--- src/rtl/seq_detector_param.sv ---
// Programmable serial sequence detector: runtime pattern,
// overlap/non-overlap mode and a saturating match counter.
module seq_detector_param #(
  parameter int                 SEQ_LEN         = 4,
  parameter logic [SEQ_LEN-1:0] DEFAULT_PATTERN = 4'b1001,
  parameter int                 CNT_W           = 8
) (
  input  logic                         i_clk,
  input  logic                         i_reset,
  input  logic                         i_x,
  input  logic                         i_valid,
  input  logic                         i_overlap,
  input  logic                         i_load,
  input  logic [SEQ_LEN-1:0]           i_pattern,
  input  logic                         i_clear_count,
  output logic                         o_seq_detected,
  output logic [CNT_W-1:0]             o_match_count,
  output logic [$clog2(SEQ_LEN+1)-1:0] o_fill
);

  localparam int FW = $clog2(SEQ_LEN + 1);
  localparam logic [FW-1:0] FULL = FW'(SEQ_LEN);

  logic [SEQ_LEN-1:0] history;
  logic [SEQ_LEN-1:0] pattern;
  logic [SEQ_LEN-1:0] nh;
  logic [FW-1:0]      fill;
  logic [FW-1:0]      nf;
  logic               accept;
  logic               match;

  always_comb begin
    accept = i_valid & ~i_load;
    nh     = {history[SEQ_LEN-2:0], i_x};
    nf     = (fill == FULL) ? fill : fill + 1'b1;
    match  = accept && (nf == FULL) && (nh == pattern);
  end

  always_ff @(posedge i_clk or negedge i_reset) begin
    if (!i_reset) begin
      history <= '0;
      fill    <= '0;
      pattern <= DEFAULT_PATTERN;
    end else if (i_load) begin
      history <= '0;
      fill    <= '0;
      pattern <= i_pattern;
    end else if (accept) begin
      history <= nh;
      // non-overlap demands a whole fresh window after a hit
      fill    <= (match && !i_overlap) ? '0 : nf;
    end
  end

  always_ff @(posedge i_clk or negedge i_reset) begin
    if (!i_reset) begin
      o_seq_detected <= 1'b0;
    end else begin
      o_seq_detected <= match;
    end
  end

  always_ff @(posedge i_clk or negedge i_reset) begin
    if (!i_reset) begin
      o_match_count <= '0;
    end else if (i_clear_count) begin
      o_match_count <= '0;
    end else if (match && (o_match_count != '1)) begin
      o_match_count <= o_match_count + 1'b1;
    end
  end

  assign o_fill = fill;

endmodule
--- config.mk ---
export PLATFORM = sky130hd
export DESIGN_NAME = seq_detector_param
export DESIGN_NICKNAME = d
export VERILOG_FILES = /design/src/rtl/seq_detector_param.sv
export SDC_FILE = /design/constraint.sdc
export NUM_CORES = 1
export LEC_CHECK = 0
export ABC_AREA = 0
export BUFFER_PORTS_ARGS = -buffer_cell sky130_fd_sc_hd__buf_2
export CAP_MARGIN = 20
export CELL_PAD_IN_SITES_DETAIL_PLACEMENT = 1
export CELL_PAD_IN_SITES_GLOBAL_PLACEMENT = 1
export CORE_MARGIN = 1.5
export CORE_UTILIZATION = 35
export CTS_BUF_LIST = sky130_fd_sc_hd__clkbuf_4 sky130_fd_sc_hd__clkbuf_8
export CTS_CLUSTER_DIAMETER = 100
export DETAILED_ROUTE_END_ITERATION = 10
export PLACE_DENSITY = 0.72
export SETUP_SLACK_MARGIN = 0.2
export SKIP_LAST_GASP = 1
export SLEW_MARGIN = 20
export SYNTH_ARGS = -nofsm -noshare
export SYNTH_HDL_FRONTEND = slang
export SYNTH_SLANG_ARGS = --single-unit
--- constraint.sdc ---
create_clock -name i_clk -period 2.9 [get_ports i_clk]
set_clock_uncertainty 0.15 [all_clocks]
set_input_delay 0.29 -clock i_clk [delete_from_list [all_inputs] [get_ports i_clk]]
set_output_delay 0.29 -clock i_clk [all_outputs]
set_load 0.05 [all_outputs]
### Word-level counts from Yosys, hierarchy flattened

Cells that the tools add are included.

| operators by class | value |
|---|---|
| $mul | 0 |
| reduce and logical (&&, ||, !) cells | 7 |
| $lt $le $gt $ge | 0 |
| muxes and demuxes | 8 |
| shifts and indexed selects | 0 |
| div/mod/pow operators | 0 |
| equality and inequality tests | 4 |
| add/sub/neg operators | 2 |
| bitwise operators | 2 |

Operator list:

| kind | count |
|---|---|
| 3-bit 2-to-1 mux | 6 |
| 8-bit 2-to-1 mux | 2 |
| 8-bit by 1-bit adder with 8-bit output, second input constant | 1 |
| 8-bit inequality test, second input constant | 1 |
| 3-bit == test, second input constant | 2 |
| 4-bit == test | 1 |
| 1-bit logical AND | 4 |
| 2-bit nonzero test | 2 |
| 3-bit by 1-bit adder with 3-bit output, second input constant | 1 |
| 1-bit AND | 1 |
| 1-bit logical NOT | 1 |
| 1-bit inverter | 1 |

| word-level totals | value |
|---|---|
| input bits | 11 |
| bits in latches | 0 |
| memories kept | 0 |
| RAM bits | 0 |
| logic and storage cells | 28 |
| flip-flop bits (word level) | 19 |
| bits in read-only memories | 0 |

### Longest topological paths before layout

Gate-level depths: netlist of the first run.

| depth | value |
|---|---|
| word-level depth | 9 |
| gate-level depth with buffers | 9 |

### Worst setup path after synthesis of the first run

Ideal clock, no wire load.

| path | value |
|---|---|
| path kind | reg-to-reg |
| from | register fill[0], in the netlist o_fill[0] |
| to | register o_match_count[5] |
| clock period less this slack | 2575 ps |
| cell stages (with the launch flop) | 9 |
| setup time | 134 ps |
| buffers on the path | 1 |
| arrival | 2291 ps |
| setup slack | 325 ps |
| cell sequence | dfrtp_1 > inv_1 > ha_1 > a21oi_1 > a32oi_1 > or3_4 > buf_2 > o41ai_1 > a21oi_1 |

| between the ends | value |
|---|---|
| longest elaborated chain between the ends | 7 |
| elaborated cells on any way between the ends | 8 |
| classes of those cells | add/sub: 1; eq/ne: 2; mux: 1; reduce/logical: 4 |

RTL lines:

| element | line | text |
|---|---|---|
| start: declaration | 27 | `logic [FW-1:0] fill;` |
| start signal: assignment | 51 | `fill <= (match && !i_overlap) ? '0 : nf;` |
| 3-bit by 1-bit adder with 3-bit output or 3-bit == test (tied branches) | 35 | `nf = (fill == FULL) ? fill : fill + 1'b1;` |
| 3-bit 2-to-1 mux * | 35 |  |
| 3-bit == test * | 36 | `match = accept && (nf == FULL) && (nh == pattern);` |
| 1-bit logical AND * (2 in series) | 36 |  |
| 1-bit logical AND * | 68 | `end else if (match && (o_match_count != '1)) begin` |
| 2-bit nonzero test (no source line) * | - |  |
| end signal: assignment | 69 | `o_match_count <= o_match_count + 1'b1;` |
| end: declaration | 17 | `output logic [CNT_W-1:0] o_match_count,` |

Every way passes the cells marked *; elsewhere a longest branch is shown, timed or not.
A chain may end at the register's enable or synchronous reset.

### Worst setup path in the final report of the first run

| path | value |
|---|---|
| from | register fill[0], in the netlist o_fill[0] |
| to | register o_match_count[3] |

The elaborated chain is that of the path after synthesis.

==> out/results.ini, run 1 <==
[detailed_routing]
vias=816
finalWirelength_mm=2.17
drcViolationCount=0
first_pass_iters=4
viasPerCell=5.40
drt-initial-drc-count=15
wl_per_cell_um=14.3
ant_nets=0

[sta]
worstMarginPinSlew_ns=0.432
max_freq_mhz=407
slew_headroom_pct=71.2
report.final.slew_viol_count=0
finalHoldViolCount=0
rsz0062_at_grt=false
finalCriticalPeriod_ns=2.46
setup_tns_ns=0
setup_viol=0
timing.final.crit_share_pct=84.7

[power_and_ir_drop]
seqPwrFrac_pct=58.0
swShare_pct=27.7
irDropWorstVdd_mv=0.283
leakage_nw=0.523
clkPwrFrac_pct=27.8
power_frac_comb_pct=14.1
p_int_w=0.000357
powerDensity_nw_per_um2=429
switching_power_w=0.000137

[placement]
placed_cell_area_um2=1110
place_congestion=0.803
portBuffers=22
hpwl_mm=1.60

[critical_path]
timing.rr.end=o_match_count[3]
crit_path_end_kind=flip-flop
arrival_ns=2.53
startpoint_type=flip-flop
r2r-start=o_fill[0]
cpPeakStageDelay_ns=0.53
crit_start=o_fill[0]
worst_ep_required_time_ns=2.98
critical_path_class=flip-flop to flip-flop
cpMostUsedCell=a21oi_1
rr_worst_depth=7
slowest_stage=or4_1
critical_path.max_fanout=14
critical_path.cell_chain=inv_1 > ha_1 > a21oi_1 > a32oi_1 > or3_4 > or4_1 > a21oi_1
endpoint=o_match_count[3]
r2r_slack_ns=0.44

[die]
core_um2=2710
start_util_pct=36.4
die_y_um=56.1
dieArea_um2=3150
rows=19
ios=23
die_x_um=56.1

[logic_synthesis]
synth_edf_count=0
synth_flop_cell=dfrtp_1
ys_ff_latch=19
yosys-top-cells-count=17 x dfrtp_1, 10 x a21oi_1, 9 x nor2_1, 6 x inv_1
synth.most_common_cell=dfrtp_1
syn_area_per_cell_um2=10.1
synth_top_area_cell=dfrtp_1
synth_nets=112
ys_types=30
ys.warnings.count=0
netlist_area_um2=987
synth.top_cell.area_share_pct=43.1
ys_seq_area_share_pct=48.4
synthCells=98
async_flop_share_pct=100
synth_area_leaders=dfrtp_1 43%, dfstp_2 5.3%, a21oi_1 5.1%

[run_status]
outcome=finished clean

[cells_and_area]
nNetsFinal=135
fin_area_um2=1150
antenna_cells=0
area_growth_pct=16.7
drive_above_1_share_pct=28.3

[job]
cap_viol_max_count=0

[global_routing]
antenna_found_initial=0
grt_max_degree=20
grt_pass1_vias=807
overflow=0
grt_pass1_wl_mm=3.79
grt_use_total_pct=15.1

[clock_network]
cts_tree=yes
cts_buffer_depth=2
cts_root_buffer=clkbuf_4
clk_latency_ns=0.29
cts-htree-levels=1
cts_inserted_buffers=3
clkTransAtPathRegs_ns=0.11
post_cts_resized=0
cts_sinks=19

[worst_hold_path]
worstHoldPathType=input pin to flip-flop
worstHoldStart=i_pattern[2]

==> power by group through the flow <==
stage / Combinational (W) / Clock, W / Sequential [W]
after global routing: 0.0000776 / 0.000157 / 0.000289
after CTS: 0.0000705 / 0.000145 / 0.000287
after global placement: 0.0000667 / 0 / 0.000291
after floorplan: 0.0000365 / 0 / 0.000300
final: 0.0000697 / 0.000138 / 0.000287
after detailed placement: 0.0000694 / 0 / 0.000292
==> sequential cells by signal (all words and copies together), names as in the netlist <==
signal and flops:
o_match_count 8, pattern 4, history 3, o_fill 3, o_seq_detected 1
==> layout make-up <==
| class | instances | area (um^2) |
|---|---|---|
| clock buffers | 3 | 22.5 |
| clock inverters | 1 | 5.00 |
| fillers | 325 | 1560 |
| inverters | 6 | 22.5 |
| multi-input cells | 68 | 465 |
| flip-flops and latches | 19 | 478 |
| well taps | 31 | 38.8 |
| repair buffers | 23 | 120 |
==> worst max-delay path, delay by kind of cell (launching register included) <==
| family | cells | cell delay, ns |
|---|---|---|
| adders and majority gates | 1 | 0.32 |
| buffers and inverters | 1 | 0.10 |
| AOI/OAI and AO/OA | 3 | 0.38 |
| and+or+nand+nor | 2 | 1.00 |
| DFF | 1 | 0.44 |
==> metrics by stage <==
stage | utilization (%) | instances | hold slack [ns] | total power, W | setup WS (ns)
2_1_floorplan | - | 98 | -0.156 | 0.000337 | 0.325
3_3_place_gp | 41.1 | 146 | 0.110 | 0.000357 | 0.617
3_5_place_dp | 41.1 | 146 | 0.110 | 0.000361 | 0.472
4_1_cts | 42.5 | 151 | 0.0582 | 0.000503 | 0.445
5_1_grt | 42.5 | 151 | 0.0520 | 0.000524 | 0.250
6_report | 42.5 | 151 | 0.0662 | 0.000494 | 0.443
==> placed cells by master (no fill, tap or decap), drive strengths merged, types with 4 or more instances in the layout <==
cell   synthesis  final
buf            3     22
inv            6      6
nor2           9      9
mux2           4      4
xnor2          5      5
a21oi         10     10
dfrtp         17     17
o31ai          4      4
nand3          4      4
nand2          5      5
==> metal layers <==
metal	global-route usage [%]	vias to the layer above	share of wire, %
li1	-	397	-
met4	3.06	0	0
met2	24.2	10	49
met5	0	-	0
met3	3.49	0	2.6
met1	21.0	409	49
==> worst min-delay path by stage <==
stage	slack, ns	cells after the start	endpoint
6_report	0.07	2	pattern[2]
2_1_floorplan	-0.16	0	history[0]
4_1_cts	0.06	2	pattern[2]
5_1_grt	0.05	2	pattern[1]
3_3_place_gp	0.11	1	o_match_count[7]
3_5_place_dp	0.11	1	o_match_count[7]
==> cells by family after synthesis <==
group                      Yosys count  share of synthesized area, %
and+or+nand+nor                     32                          17.7
AOI/OAI and AO/OA                   21                          13.6
DFF                                 19                          48.4
buffers and inverters               11                          4.44
muxes                                7                          7.60
xor gates and xnor gates             5                          4.44
adders and majority gates            3                          3.80
==> repair_timing <==
action | CTS | global route
setup buffers | 0 | 0
hold buffers | 1 | 0
endpoints found under the hold margin | 17 | 0
Power figures use the tool's default switching activity.
==> run 2, diff against run 1 <==
- clock period: 2.9 -> 2.38 ns (I/O delays scaled with it)
==> run 2 against run 1 <==
Net effect:
- wire length is 11% higher
- clock power is 32% higher
- utilization up 3.7 points
- total power up 29%
- critical path depth stayed put
==> out/results.ini, run 2 (same netlist as run 1, synthesis figures left out) <==
[cells_and_area]
drive_above_1_share_pct=42.9
layout.cells.most_common_list=22 x buf_2, 15 x dfrtp_1, 9 x nor2_1
area_growth_pct=27.0
reg_top3=o_match_count (8), pattern (4)
antenna_cells=0
nNetsFinal=141
final_common_cell=buf_2
multi_input_area_um2=513
largest_register_ff_count=8
fill_cells=317
register_area_um2=480
max_flop_register=o_match_count

[critical_path]
critical_path.max_fanout=8
endpoint=o_match_count[3]
worst_ep_required_time_ns=2.47
timing.rr.end=o_match_count[3]
r2r_slack_ns=0.20
rr_worst_depth=7
arrival_ns=2.27
critical_path_class=flip-flop to flip-flop
crit_start=o_fill[1]
startpoint_type=flip-flop
crit_path_end_kind=flip-flop
r2r-start=o_fill[1]

[sta]
report.final.slew_viol_count=0
slew_headroom_pct=71.1
finalHoldViolCount=0
setup_viol=0
rsz0062_at_grt=true
worstMarginPinSlew_ns=0.433
timing.final.crit_share_pct=91.5
fin_ws_ns=0.203
finalCriticalPeriod_ns=2.18
max_freq_mhz=459
setup_tns_ns=0

[die]
start_util_pct=36.4
core_um2=2710
rows=19
ios=23
die_y_um=56.1
dieArea_um2=3150
die_x_um=56.1

[global_routing]
grt_pass1_wl_mm=4.36
overflow=0
grt_max_degree=20
grt_pass1_vias=907
grtUsageMet3_pct=2.09
antenna_found_initial=0
gr-usage-met2_pct=28.9
gr-usage-met1_pct=23.2
top_usage_layer=met2
grt_use_total_pct=17.9

[clock_network]
cts_tree=yes
clkTransAtPathRegs_ns=0.11
cts_sinks=19
cts_buffer_depth=2
cts_inserted_buffers=3
cts-htree-levels=1
cts_root_buffer=clkbuf_4
clk_latency_ns=0.30

[detailed_routing]
viasPerCell=5.45
drt-initial-drc-count=6
vias=855
first_pass_iters=3
finalWirelength_mm=2.42
drcViolationCount=0
wl_per_cell_um=15.4
ant_nets=0

[placement]
hpwl_mm=1.71
place_congestion=0.799
dp_worst_setup_slack_ns=0.143
portBuffers=22

[power_and_ir_drop]
powerDensity_nw_per_um2=509
leakage_nw=0.554
power.total_w=0.000638
irDropWorstVdd_mv=0.263

[job]
cap_viol_max_count=0

[run_status]
outcome=finished clean

[worst_hold_path]
worstHoldPathType=input pin to flip-flop

## run 2: changes by cell type in the layout (fill, tap and decap cells not counted), moves of 2 or more
cell     delta
a21oi_1     -3
a21oi_2     +3
buf_4       +5
dfrtp_1     -2
dfrtp_2     +2
inv_1       -3
inv_2       +3
## run 2: stage by stage
step           cell area [um^2]  cells  hold WS [ns]  util, %
2_1_floorplan              1020     98        -0.208        -
3_3_place_gp               1140    146        0.0588     42.1
3_5_place_dp               1140    146        0.0635     42.1
4_1_cts                    1230    156     0.0000164     45.5
5_1_grt                    1250    157       0.00366     46.3
6_report                   1250    157        0.0101     46.3
## run 2: what timing repair did
item                                   in CTS  in global routing
gates resized for setup                     3                  4
pin swaps                                   3                  3
buffers inserted                            5                  1
endpoints found under the hold margin      17                  0
hold buffers                                1                  0
setup endpoints to repair                   3                  8
## run 2: layout make-up
type	instances	share of cell area, %
clock buffers	4	2.40
inverters	6	1.80
flip-flops and latches	19	38.3
repair buffers	29	13.5
well taps	31	3.09
multi-input cells	68	40.9
## run 2: critical path, cell delays in order, from the launching register on
cell and delay, ns:
dfrtp_2 0.45, inv_2 0.08, ha_4 0.15, nand3b_1 0.13, o2111ai_2 0.14, or3_4 0.40, or4_4 0.50, a21oi_2 0.12
## run 2: how the worst min path moves through the flow
stage / slack, ns / start / to / cells after the start
2_1_floorplan: -0.21 / i_reset / history[0] / 0
3_3_place_gp: 0.06 / i_reset / o_seq_detected / 1
3_5_place_dp: 0.06 / i_reset / o_seq_detected / 1
4_1_cts: 0.00002 / i_pattern[0] / pattern[0] / 2
5_1_grt: 0.004 / i_pattern[3] / pattern[3] / 2
6_report: 0.01 / i_pattern[0] / pattern[0] / 2
## run 2: layer usage
metal / part of all wire [%] / up-vias
met3: 2.0 / 4
li1: - / 411
met1: 45 / 430
met4: 2.3 / 0
met2: 50 / 10
met5: 0 / -
## run 2: where the power goes
group	internal [W]	leakage (nW)	total, W	switching (W)
logic	0.0000504	0.287	0.000107	0.0000569
registers	0.000338	0.249	0.000349	0.0000110
clock network	0.0000768	0.0184	0.000182	0.000105
total	0.000465	0.554	0.000638	0.000173
==> run 3, diff against run 2 <==
- RECOVER_POWER: not set -> 50
==> run 3 against run 2 <==
Net effect:
- wire length about the same
- global-route usage unchanged
- worst hold slack improved by 0.0028 ns
- non-clock buffer count unchanged
- worst setup slack about the same
- clock power about the same
- count of clock-buffer cells in the layout unchanged
- critical path type unchanged
- critical endpoint unchanged
==> out/results.ini, run 3 (same netlist as run 1, synthesis figures left out) <==
[run_status]
outcome=finished clean

[cells_and_area]
fill_cells=318
max_flop_register=o_match_count
drive_above_1_share_pct=40.5
reg_top3=o_match_count (8), pattern (4)
antenna_cells=0
layout.cells.most_common_list=21 x buf_2, 15 x dfrtp_1, 9 x nor2_1
register_area_um2=480
nNetsFinal=141
area_growth_pct=26.9
largest_register_ff_count=8
multi_input_area_um2=513
final_common_cell=buf_2

[detailed_routing]
first_pass_iters=3
viasPerCell=5.45
drt-initial-drc-count=6
ant_nets=0
wl_per_cell_um=15.4
drcViolationCount=0
vias=855
finalWirelength_mm=2.42

[sta]
finalHoldViolCount=0
timing.final.crit_share_pct=91.5
finalCriticalPeriod_ns=2.18
report.final.slew_viol_count=0
max_freq_mhz=459
setup_tns_ns=0
fin_ws_ns=0.203
setup_viol=0
worstMarginPinSlew_ns=1.05
slew_headroom_pct=30.3
rsz0062_at_grt=true

[die]
die_y_um=56.1
dieArea_um2=3150
start_util_pct=36.4
ios=23
die_x_um=56.1
rows=19
core_um2=2710

[critical_path]
r2r_slack_ns=0.20
critical_path.max_fanout=8
arrival_ns=2.27
crit_start=o_fill[1]
rr_worst_depth=7
critical_path_class=flip-flop to flip-flop
startpoint_type=flip-flop
crit_path_end_kind=flip-flop
cpPeakStageDelay_ns=0.50
slowest_stage=or4_4
worst_ep_required_time_ns=2.47
critical_path.cell_chain=inv_2 > ha_4 > nand3b_1 > o2111ai_2 > or3_4 > or4_4 > a21oi_2
r2r-start=o_fill[1]

[global_routing]
antenna_found_initial=0
overflow=0
grt_pass1_vias=907
grt_pass1_wl_mm=4.36
grt_use_total_pct=17.9
grt_max_degree=20

[placement]
place_congestion=0.799
hpwl_mm=1.71
dp_worst_setup_slack_ns=0.143
portBuffers=22

[power_and_ir_drop]
irDropWorstVdd_mv=0.263
leakage_nw=0.550
power.total_w=0.000637
powerDensity_nw_per_um2=508

[worst_hold_path]
whs_path_depth=2
worstHoldStart=i_pattern[0]
worstHoldPathType=input pin to flip-flop

[clock_network]
cts_sinks=19
cts-htree-levels=1
cts_tree=yes
cts_buffer_depth=2
clkTransAtPathRegs_ns=0.11
cts_inserted_buffers=3
cts_root_buffer=clkbuf_4
clk_latency_ns=0.30

[job]
cap_viol_max_count=0

-- run 3: worst paths after layout --
kind	endpoint
worst min register to register	pattern[1]
worst max-delay path	o_match_count[3]
worst max register to register	o_match_count[3]
min in group asynchronous	o_seq_detected
max in group asynchronous	o_fill[0]
worst min-delay path	pattern[0]
-- run 3: area by class of cell --
| type | count | area share [%] |
|---|---|---|
| repair buffers | 29 | 13.4 |
| well taps | 31 | 3.10 |
| clock buffers | 4 | 2.40 |
| multi-input cells | 68 | 41.0 |
| inverters | 6 | 1.80 |
| flip-flops and latches | 19 | 38.4 |
-- run 3: layer usage --
metal | routed length (um) | share of wire (%) | vias up | global-route usage, %
li1 | - | - | 410 | -
met1 | 1090 | 45 | 431 | 23.2
met2 | 1220 | 50 | 10 | 28.9
met3 | 49 | 2.0 | 4 | 2.09
met4 | 56 | 2.3 | 0 | 10.2
met5 | 0 | 0 | - | 0
-- run 3: repair_timing --
action	4_1_cts	5_1_grt
hold buffers	1	0
setup endpoints to repair	3	8
hold endpoints to repair	17	0
buffers inserted	5	1
pin swaps	3	3
resized for setup	3	4
-- run 3: per-stage QoR --
| stage | cells | area [um^2] | utilization (%) | hold slack [ns] |
|---|---|---|---|---|
| 2_1_floorplan | 98 | 1020 | - | -0.208 |
| 3_3_place_gp | 146 | 1140 | 42.1 | 0.0588 |
| 3_5_place_dp | 146 | 1140 | 42.1 | 0.0635 |
| 4_1_cts | 156 | 1230 | 45.5 | 0.0000164 |
| 5_1_grt | 157 | 1250 | 46.2 | 0.00654 |
| 6_report | 157 | 1250 | 46.2 | 0.0130 |
-- run 3: worst max-delay path, delay by kind of cell, from the launching register on --
kind            cells  cell delay [ns]
fa+ha+maj           1             0.15
buf+inv             1             0.08
simple gates        3             1.03
flops               1             0.45
compound gates      2             0.26
-- run 3: power by group --
part           switching [W]  internal (W)
registers          0.0000110      0.000337
logic              0.0000570     0.0000501
clock network       0.000105     0.0000768
